==> src/rtl/rng_request_arbiter.sv <==
// Round-robin sequencer sharing one 4-bit LFSR bit source among NUM_REQ requesters.
// Each grant collects WORD_W successive LFSR bits (first bit ends up as MSB) and pulses valid.
module rng_request_arbiter #(
  parameter int         NUM_REQ  = 2,
  parameter int         WORD_W   = 4,
  parameter logic [3:0] SEED     = 4'b1010,
  parameter int         FREE_RUN = 1
) (
  input  logic               clk_i,
  input  logic               rst_i,
  input  logic [NUM_REQ-1:0] req_i,
  input  logic               reseed_i,
  output logic [NUM_REQ-1:0] gnt_o,
  output logic [NUM_REQ-1:0] valid_o,
  output logic [WORD_W-1:0]  rnd_word_o,
  output logic               lfsr_load_o,
  output logic [3:0]         lfsr_seed_o,
  output logic               lfsr_step_o,
  input  logic               lfsr_bit_i
);

  localparam int IDX_W = (NUM_REQ > 2) ? 2 : 1;
  localparam int CNT_W = (WORD_W > 1) ? $clog2(WORD_W) : 1;
  localparam logic FREE_RUN_B = (FREE_RUN != 0) ? 1'b1 : 1'b0;
  localparam logic [NUM_REQ-1:0] ONE_HOT = NUM_REQ'(1'b1);
  localparam logic [CNT_W-1:0] CNT_LAST = CNT_W'(WORD_W - 1);

  if (SEED == 4'b0000) begin : g_bad_seed
    $error("rng_request_arbiter: SEED of zero locks up the LFSR");
  end
  if (NUM_REQ < 2 || NUM_REQ > 4) begin : g_bad_num_req
    $error("rng_request_arbiter: NUM_REQ must be 2..4");
  end
  if (WORD_W < 1 || WORD_W > 8) begin : g_bad_word_w
    $error("rng_request_arbiter: WORD_W must be 1..8");
  end

  typedef enum logic [1:0] {
    S_INIT  = 2'd0,
    S_IDLE  = 2'd1,
    S_SHIFT = 2'd2,
    S_DONE  = 2'd3
  } state_t;

  state_t             state_q;
  logic [NUM_REQ-1:0] gnt_q;
  logic [NUM_REQ-1:0] valid_q;
  logic [WORD_W-1:0]  word_q;
  logic [WORD_W-1:0]  word_d;
  logic [CNT_W-1:0]   cnt_q;
  logic [IDX_W-1:0]   ptr_q;
  logic [IDX_W-1:0]   win_q;
  logic               pend_q;
  logic               load_q;
  logic               step_q;

  logic               win_found_s;
  logic [IDX_W-1:0]   win_idx_s;
  logic [IDX_W-1:0]   cand_s;

  // Rotating-priority search starting one past the last served requester.
  always_comb begin
    win_found_s = 1'b0;
    win_idx_s   = '0;
    cand_s      = '0;
    for (int k = 1; k <= NUM_REQ; k++) begin
      cand_s = IDX_W'((int'(ptr_q) + k) % NUM_REQ);
      if (!win_found_s && req_i[cand_s]) begin
        win_found_s = 1'b1;
        win_idx_s   = cand_s;
      end else begin
        win_found_s = win_found_s;
      end
    end
  end

  if (WORD_W == 1) begin : g_w1
    assign word_d = lfsr_bit_i;
  end else begin : g_wn
    logic [WORD_W-2:0] shift_q;
    assign word_d = {shift_q, lfsr_bit_i};

    // Holds the bits collected so far; the word is this plus the current LFSR bit.
    always_ff @(posedge clk_i) begin
      if (rst_i) begin
        shift_q <= '0;
      end else if (state_q == S_SHIFT) begin
        shift_q <= word_d[WORD_W-2:0];
      end else begin
        shift_q <= shift_q;
      end
    end
  end

  // Sequencer FSM with registered grant, valid, word and LFSR controls.
  always_ff @(posedge clk_i) begin
    if (rst_i) begin
      state_q <= S_INIT;
      gnt_q   <= '0;
      valid_q <= '0;
      word_q  <= '0;
      cnt_q   <= '0;
      ptr_q   <= IDX_W'(NUM_REQ - 1);
      win_q   <= '0;
      pend_q  <= 1'b0;
      load_q  <= 1'b1;
      step_q  <= 1'b0;
    end else begin
      valid_q <= '0;
      case (state_q)
        S_INIT: begin
          state_q <= S_IDLE;
          pend_q  <= reseed_i;
          load_q  <= 1'b0;
          step_q  <= FREE_RUN_B;
        end
        S_IDLE: begin
          // A pending or live reseed wins over any request.
          if (reseed_i || pend_q) begin
            state_q <= S_INIT;
            pend_q  <= 1'b0;
            load_q  <= 1'b1;
            step_q  <= 1'b0;
          end else if (win_found_s) begin
            state_q <= S_SHIFT;
            gnt_q   <= ONE_HOT << win_idx_s;
            win_q   <= win_idx_s;
            cnt_q   <= '0;
            load_q  <= 1'b0;
            step_q  <= 1'b1;
          end else begin
            load_q  <= 1'b0;
            step_q  <= FREE_RUN_B;
          end
        end
        S_SHIFT: begin
          pend_q <= pend_q | reseed_i;
          cnt_q  <= cnt_q + CNT_W'(1'b1);
          if (cnt_q == CNT_LAST) begin
            state_q <= S_DONE;
            word_q  <= word_d;
            valid_q <= gnt_q;
            step_q  <= FREE_RUN_B;
          end else begin
            step_q  <= 1'b1;
          end
        end
        S_DONE: begin
          state_q <= S_IDLE;
          gnt_q   <= '0;
          ptr_q   <= win_q;
          pend_q  <= pend_q | reseed_i;
          step_q  <= FREE_RUN_B;
        end
        default: begin
          state_q <= S_INIT;
          gnt_q   <= '0;
          load_q  <= 1'b1;
          step_q  <= 1'b0;
        end
      endcase
    end
  end

  assign gnt_o       = gnt_q;
  assign valid_o     = valid_q;
  assign rnd_word_o  = word_q;
  assign lfsr_load_o = load_q;
  assign lfsr_step_o = step_q;
  assign lfsr_seed_o = SEED;

endmodule

==> config.mk <==
export PLATFORM = sky130hd
export DESIGN_NAME = rng_request_arbiter
export DESIGN_NICKNAME = d
export VERILOG_FILES = /design/src/rtl/rng_request_arbiter.sv
export SDC_FILE = /design/constraint.sdc
export NUM_CORES = 1
export LEC_CHECK = 0
export CAP_MARGIN = 20
export CORE_AREA = 2 2 44 46
export DETAILED_ROUTE_END_ITERATION = 16
export DIE_AREA = 0 0 46 48
export PLACE_DENSITY = 0.87
export SLEW_MARGIN = 10
export SYNTH_ARGS = -nofsm -noshare
export SYNTH_HDL_FRONTEND = slang
export SYNTH_SLANG_ARGS = --single-unit
==> constraint.sdc <==
create_clock -name clk_i -period 3.4 [get_ports clk_i]
set_input_delay 0.85 -clock clk_i [delete_from_list [all_inputs] [get_ports clk_i]]
set_output_delay 0.85 -clock clk_i [all_outputs]
set_load 0.05 [all_outputs]
==> results of run 1 <==
## cell type report
cell class	count	share of cell area (%)
flip-flops and latches	20	40.9
clock buffers	4	3.71
multi-input cells	66	37.5
inverters	1	0.384
well taps	17	2.17
repair buffers	15	15.3
## state kept, by name, summed over array words and instances, names as in the netlist
register and cells:
rnd_word_o 4, g_wn.shift_q 3, cnt_q 2, gnt_o 2
state_q 2, valid_o 2, lfsr_load_o 1, lfsr_step_o 1
pend_q 1, ptr_q 1, win_q 1
## how the worst max path moves through the flow
stage / end / depth (start not counted) / startpoint
final: gnt_o[0] / 1 / gnt_o[0]$_SDFFE_PP0P_
after global routing: gnt_o[1] / 1 / gnt_o[1]$_SDFFE_PP0P_
after CTS: gnt_o[0] / 1 / gnt_o[0]$_SDFFE_PP0P_
after detailed placement: gnt_o[0]$_SDFFE_PP0P_ / 4 / reseed_i
after global placement: gnt_o[0]$_SDFFE_PP0P_ / 4 / reseed_i
after floorplan: gnt_o[0]$_SDFFE_PP0P_ / 3 / reseed_i
## layer usage
layer / routed length, um / track usage, %
met1: 693 / 19.9
met2: 746 / 26.1
met3: 83 / 3.40
met4: 26 / 8.57
met5: 0 / 0
## metrics by stage
stage	hold WS (ns)	cell area (um2)	std cells	setup WS, ns
2_1_floorplan	0.437	823	96	1.66
6_report	0.451	978	123	1.05
3_3_place_gp	0.430	942	119	1.16
5_1_grt	0.488	978	123	1.00
4_1_cts	0.453	978	123	1.04
3_5_place_dp	0.439	942	119	1.11
## tightest hold or removal path: stages (launching register included)
cell	delay, ns
dfxtp_1	0.33
nand2_1	0.05
nand2_1	0.04
## cells in the mapped netlist (2+ instances only)
cell type	instances
clkbuf_1	2
a31oi_1	3
dfxtp_1	20
nand2_1	16
o21ai_0	3
a21oi_1	13
nand3_1	5
buf_2	3
o211ai_1	4
nor3b_1	2
nand2b_1	6
conb_1	2
buf_4	4
## cells by family after synthesis
group / Yosys count / share of synthesized area [%]
AOI/OAI and AO/OA: 26 / 19.0
adders and majority gates: 1 / 1.53
buffers and inverters: 10 / 6.90
and+or+nand+nor: 35 / 22.5
DFF: 20 / 49.1
other: 2 / 0.921
## where the power goes
part | internal [mW] | total (mW) | switching, mW
Combinational | 0.0243 | 0.0678 | 0.0435
Sequential | 0.243 | 0.253 | 0.00966
Clock | 0.0653 | 0.135 | 0.0702
Total | 0.333 | 0.456 | 0.123
==> run metrics, run 1 <==
final count of hold timing violations 0; status finished clean; highest fanout seen on the critical path 4; post-layout minimum cycle time 2.35 ns; class of the tightest hold or removal check flip-flop to flip-flop; residual overflow from global routing 0; arrival time at the worst endpoint 1.50 ns; initial antenna violation count 0; post-synthesis cell count 94; clock tree root buffer cell clkbuf_4; number of nets with antenna violations after detailed routing 0; element type at the critical path start flip-flop; RSZ-0062 raised after global routing no; Sequential Area 400 um2; Die Wd 46 um; worst-case clock buffer depth 2; critical path capture point type output port; async set-reset flop share out of synthesis 0%; ordered list of cells on the worst path clkdlybuf4s50_1; die height 48 um; setup skew after layout 0.00478 ns; pwr dens 466 mW/mm2; global-route wire length before repair 2480 um; worst hold path startpoint lfsr_load_o$_SDFFE_PP1P_; CP max stage cell clkdlybuf4s50_1; layout filler cell count 146; clock slew seen by the registers of the worst setup and hold paths 0.11 ns; startpoint of the worst register-to-register path state_q[0]$_SDFFE_PP0P_; Port Buffer Count 15; cells resized by post-CTS repair 0; endpoint of the worst-slack reg-to-reg timing path gnt_o[0]$_SDFFE_PP0P_; total routing resource utilization after global routing 16.0%; pin count of the biggest net entering global routing 20; number of levels in the clock H-tree 1; core outline area 0.00169 mm2; Critical Path Max Stage Delay 0.82 ns; sequential area share after synthesis 49.1%; commonest non-fill, non-tap cells in the layout 20 x dfxtp_1, 16 x nand2_1, 15 x clkdlybuf4s50_1, 13 x a21oi_1, 6 x nand2b_1; Routed Wire Length 1550 um; number of clock buffers inserted by TritonCTS 3; total design power 0.456 mW; library cell with the largest summed area after synthesis dfxtp_1; weighted congestion reported at the end of routability-driven placement 0.743; flops & latches, synth 20; maximum clock rate 0.425 GHz; # setup viols final 0; area of the multi-input gates 367 um2; relative slew slack 56.1%; number of buffers inserted by hold repair at cts 0; largest cells by area after synthesis dfxtp_1 49%, a21oi_1 8.0%, nand2_1 7.4%, nand2b_1 4.6%, buf_4 3.7%; share of cells above drive strength 1 5.66%; die area 0.00221 mm2; via count normalized by instance count 5.63; Setup TNS 0 ns; TritonCTS clock tree built; average size of a mapped cell 8.68 um2; Antenna Cells 0; drt drc 0; Rows 15; utilization after layout 57.9%; worst voltage drop across the vdd grid 0.180 mV; top-area cell type share of the netlist area 49.1%; hold depth 2; CP Class flip-flop to output port; cell area after synthesis 816 um2; number of synthesized flops with an enable pin 0; final number of max-transition violations 0; Synth Flop Type dfxtp_1; setup bufs post-CTS 0; Netlist cell types 24; Tightest Pin Transition 0.656 ns; setup slack of the worst register-to-register path 1.81 ns; vias post-DR 693; synthesis-to-finish area growth 19.9%; initial core utilization 48.3%; number of maximum-capacitance constraint violations 0; Crit path required time 2.55 ns; most common cell after layout, fill and taps aside dfxtp_1; average wire per standard cell 12.6 um; Skew-Pair Late Insertion Delay 0.30 ns; static leakage 0.335 nW; final-stage net count 114; initial detailed-routing violation count 20; length of the first detailed-routing pass in iterations 4; Detailed Place HPWL 1020 um; R2R cell count 3; Synthesis Warnings 0; via count of the first global-routing pass 580; Sink Count 20; top cell family by delay on the critical path buffers and inverters; Hold Path End lfsr_load_o$_SDFFE_PP1P_; Crit path buffers/inverters 1; share of the cycle needed by the critical path after routing 69.2%; I/O pins 20
(Power assumes the default switching activity.)
==> inputs of run 2 (changes only) <==
- CORE_AREA: 2 2 44 46 -> 2 2 52 42
- DIE_AREA: 0 0 46 48 -> 0 0 54 44
- PLACE_DENSITY: 0.87 -> 0.83
- clock period: 3.4 -> 2.2 ns (I/O delays scaled with it)
==> run 2 against run 1 <==
Compared with the run above:
- critical endpoint is now gnt_o[1]
- combinational power rose by 56%
- routed wire length rose by 3.7%
- highest routed layer unchanged
- non-clock buffer count increased by 1
- register-to-register slack got worse by 1.1 ns
- core utilization decreased by 4.5 points
- largest power group unchanged
==> run metrics, run 2 (synthesis results as in run 1) <==
status finished clean; relative slew slack 61.6% (+5.5 points); layout filler cell count 172 (+18%); number of buffers inserted by hold repair at cts 0 (unchanged); Crit path required time 1.65 ns (-0.90 ns); setup bufs post-CTS 0 (unchanged); final count of hold timing violations 0 (unchanged); Port Buffer Count 15 (unchanged); # setup viols final 0 (unchanged); most common cell after layout, fill and taps aside dfxtp_1; number of levels in the clock H-tree 1 (unchanged); Die Wd 54 um (+17%); weighted congestion reported at the end of routability-driven placement 0.801 (+7.7%); static leakage 0.346 nW (+3.5%); Routed Wire Length 1610 um (+3.7%); via count normalized by instance count 5.17 (-8.3%); number of flip-flops under the largest register name 4 (unchanged); Rows 14 (-1); core outline area 0.00189 mm2 (+12%); minimum setup slack in the final design 0.124 ns (-0.922 ns); total routing resource utilization after global routing 15.9% (-0.13 points); placement-stage worst setup slack 0.251 ns (-0.860 ns); area post-placement 958 um2 (+1.7%); Skew-Pair Late Insertion Delay 0.31 ns (about the same); commonest non-fill, non-tap cells in the layout 20 x dfxtp_1, 16 x nand2_1, 15 x clkdlybuf4s50_1, 13 x a21oi_1, 6 x nand2b_1; initial core utilization 43.1% (-5.2 points); worst voltage drop across the vdd grid 0.515 mV (+190%); share of cells above drive strength 1 6.54% (+0.88 points); ordered list of cells on the worst path clkdlybuf4s50_1; clock tree root buffer cell clkbuf_4; class of the tightest hold or removal check flip-flop to flip-flop; final number of max-transition violations 0 (unchanged); top cell family by delay on the critical path buffers and inverters; synthesis-to-finish area growth 23.9%; TritonCTS clock tree built; clock slew seen by the registers of the worst setup and hold paths 0.12 ns (about the same); number of nets with antenna violations after detailed routing 0 (unchanged); CP Class flip-flop to output port; setup skew after layout 0.0100 ns (+0.00526 ns); global-route wire length before repair 2660 um (+7.2%); number of clock buffers inserted by TritonCTS 3 (unchanged); cells resized by post-CTS repair 0 (unchanged); pin count of the biggest net entering global routing 13 (-35%); share of the cycle needed by the critical path after routing 94.4%; I/O pins 20 (unchanged); Crit path buffers/inverters 1 (unchanged); worst-case clock buffer depth 2 (unchanged); CP max stage cell clkdlybuf4s50_1; critical path capture point type output port; area of the multi-input gates 367 um2 (unchanged); die area 0.00238 mm2 (+7.6%); highest fanout seen on the critical path 4 (unchanged); number of maximum-capacitance constraint violations 0 (unchanged); Tightest Pin Transition 0.574 ns (-0.0820 ns); average wire per standard cell 12.3 um (-2.7%); maximum clock rate 0.482 GHz; initial detailed-routing violation count 28 (+40%); via count of the first global-routing pass 600 (+3.4%); final-stage net count 115 (+0.88%); length of the first detailed-routing pass in iterations 4 (unchanged); element type at the critical path start flip-flop; final design area excluding fillers 0.00101 mm2 (+3.3%); Critical Path Max Stage Delay 0.82 ns (about the same); arrival time at the worst endpoint 1.53 ns (+0.03 ns); die height 44 um (-8.3%); Setup TNS 0 ns (unchanged); Detailed Place HPWL 1110 um (+8.5%); vias post-DR 677 (-2.3%); initial antenna violation count 0 (unchanged); RSZ-0062 raised after global routing no; pwr dens 789 mW/mm2 (+69%); drt drc 0 (unchanged); Antenna Cells 0 (unchanged); utilization after layout 53.4% (-4.5 points); Sink Count 20 (unchanged); post-layout minimum cycle time 2.08 ns; residual overflow from global routing 0 (unchanged); Sequential Area 400 um2 (unchanged)
run 2: worst paths after layout:
check,startpoint,endpoint,slack (ns),depth (start not counted)
max,gnt_o[1]$_SDFFE_PP0P_,gnt_o[1],0.12,1
min,lfsr_load_o$_SDFFE_PP1P_,lfsr_load_o$_SDFFE_PP1P_,0.45,2
max reg2reg,state_q[0]$_SDFFE_PP0P_,gnt_o[0]$_SDFFE_PP0P_,0.72,3
min reg2reg,lfsr_load_o$_SDFFE_PP1P_,lfsr_load_o$_SDFFE_PP1P_,0.45,2
run 2: per-stage QoR:
step	power [mW]	std cells	hold WS, ns
4_1_cts	0.800	131	0.457
5_1_grt	0.821	131	0.482
6_report	0.798	131	0.451
2_1_floorplan	0.478	96	0.437
3_3_place_gp	0.502	127	0.431
3_5_place_dp	0.503	127	0.442
run 2: cell type report:
class,count,share of cell area (%)
Clock buffer,3,2.23
Clock inverter,1,2.97
Inverter,1,0.371
Multi-Input combinational cell,66,36.3
Sequential cell,20,39.6
Tap cell,24,2.97
Timing Repair Buffer,16,15.6
run 2: routing by layer:
metal	routed length (um)	up-vias	global-route usage (%)	share of wire (%)
met1	729	308	21.5	45
met5	0	-	0	0
met2	746	18	23.4	46
li1	-	346	-	-
met3	83	5	2.41	5.2
met4	46	0	10.5	2.9
run 2: power breakdown:
part | leakage [nW] | internal, mW | switching [mW]
sequential | 0.163 | 0.376 | 0.0148
clock | 0.0279 | 0.184 | 0.117
combinational | 0.156 | 0.0386 | 0.0673
total | 0.346 | 0.599 | 0.199
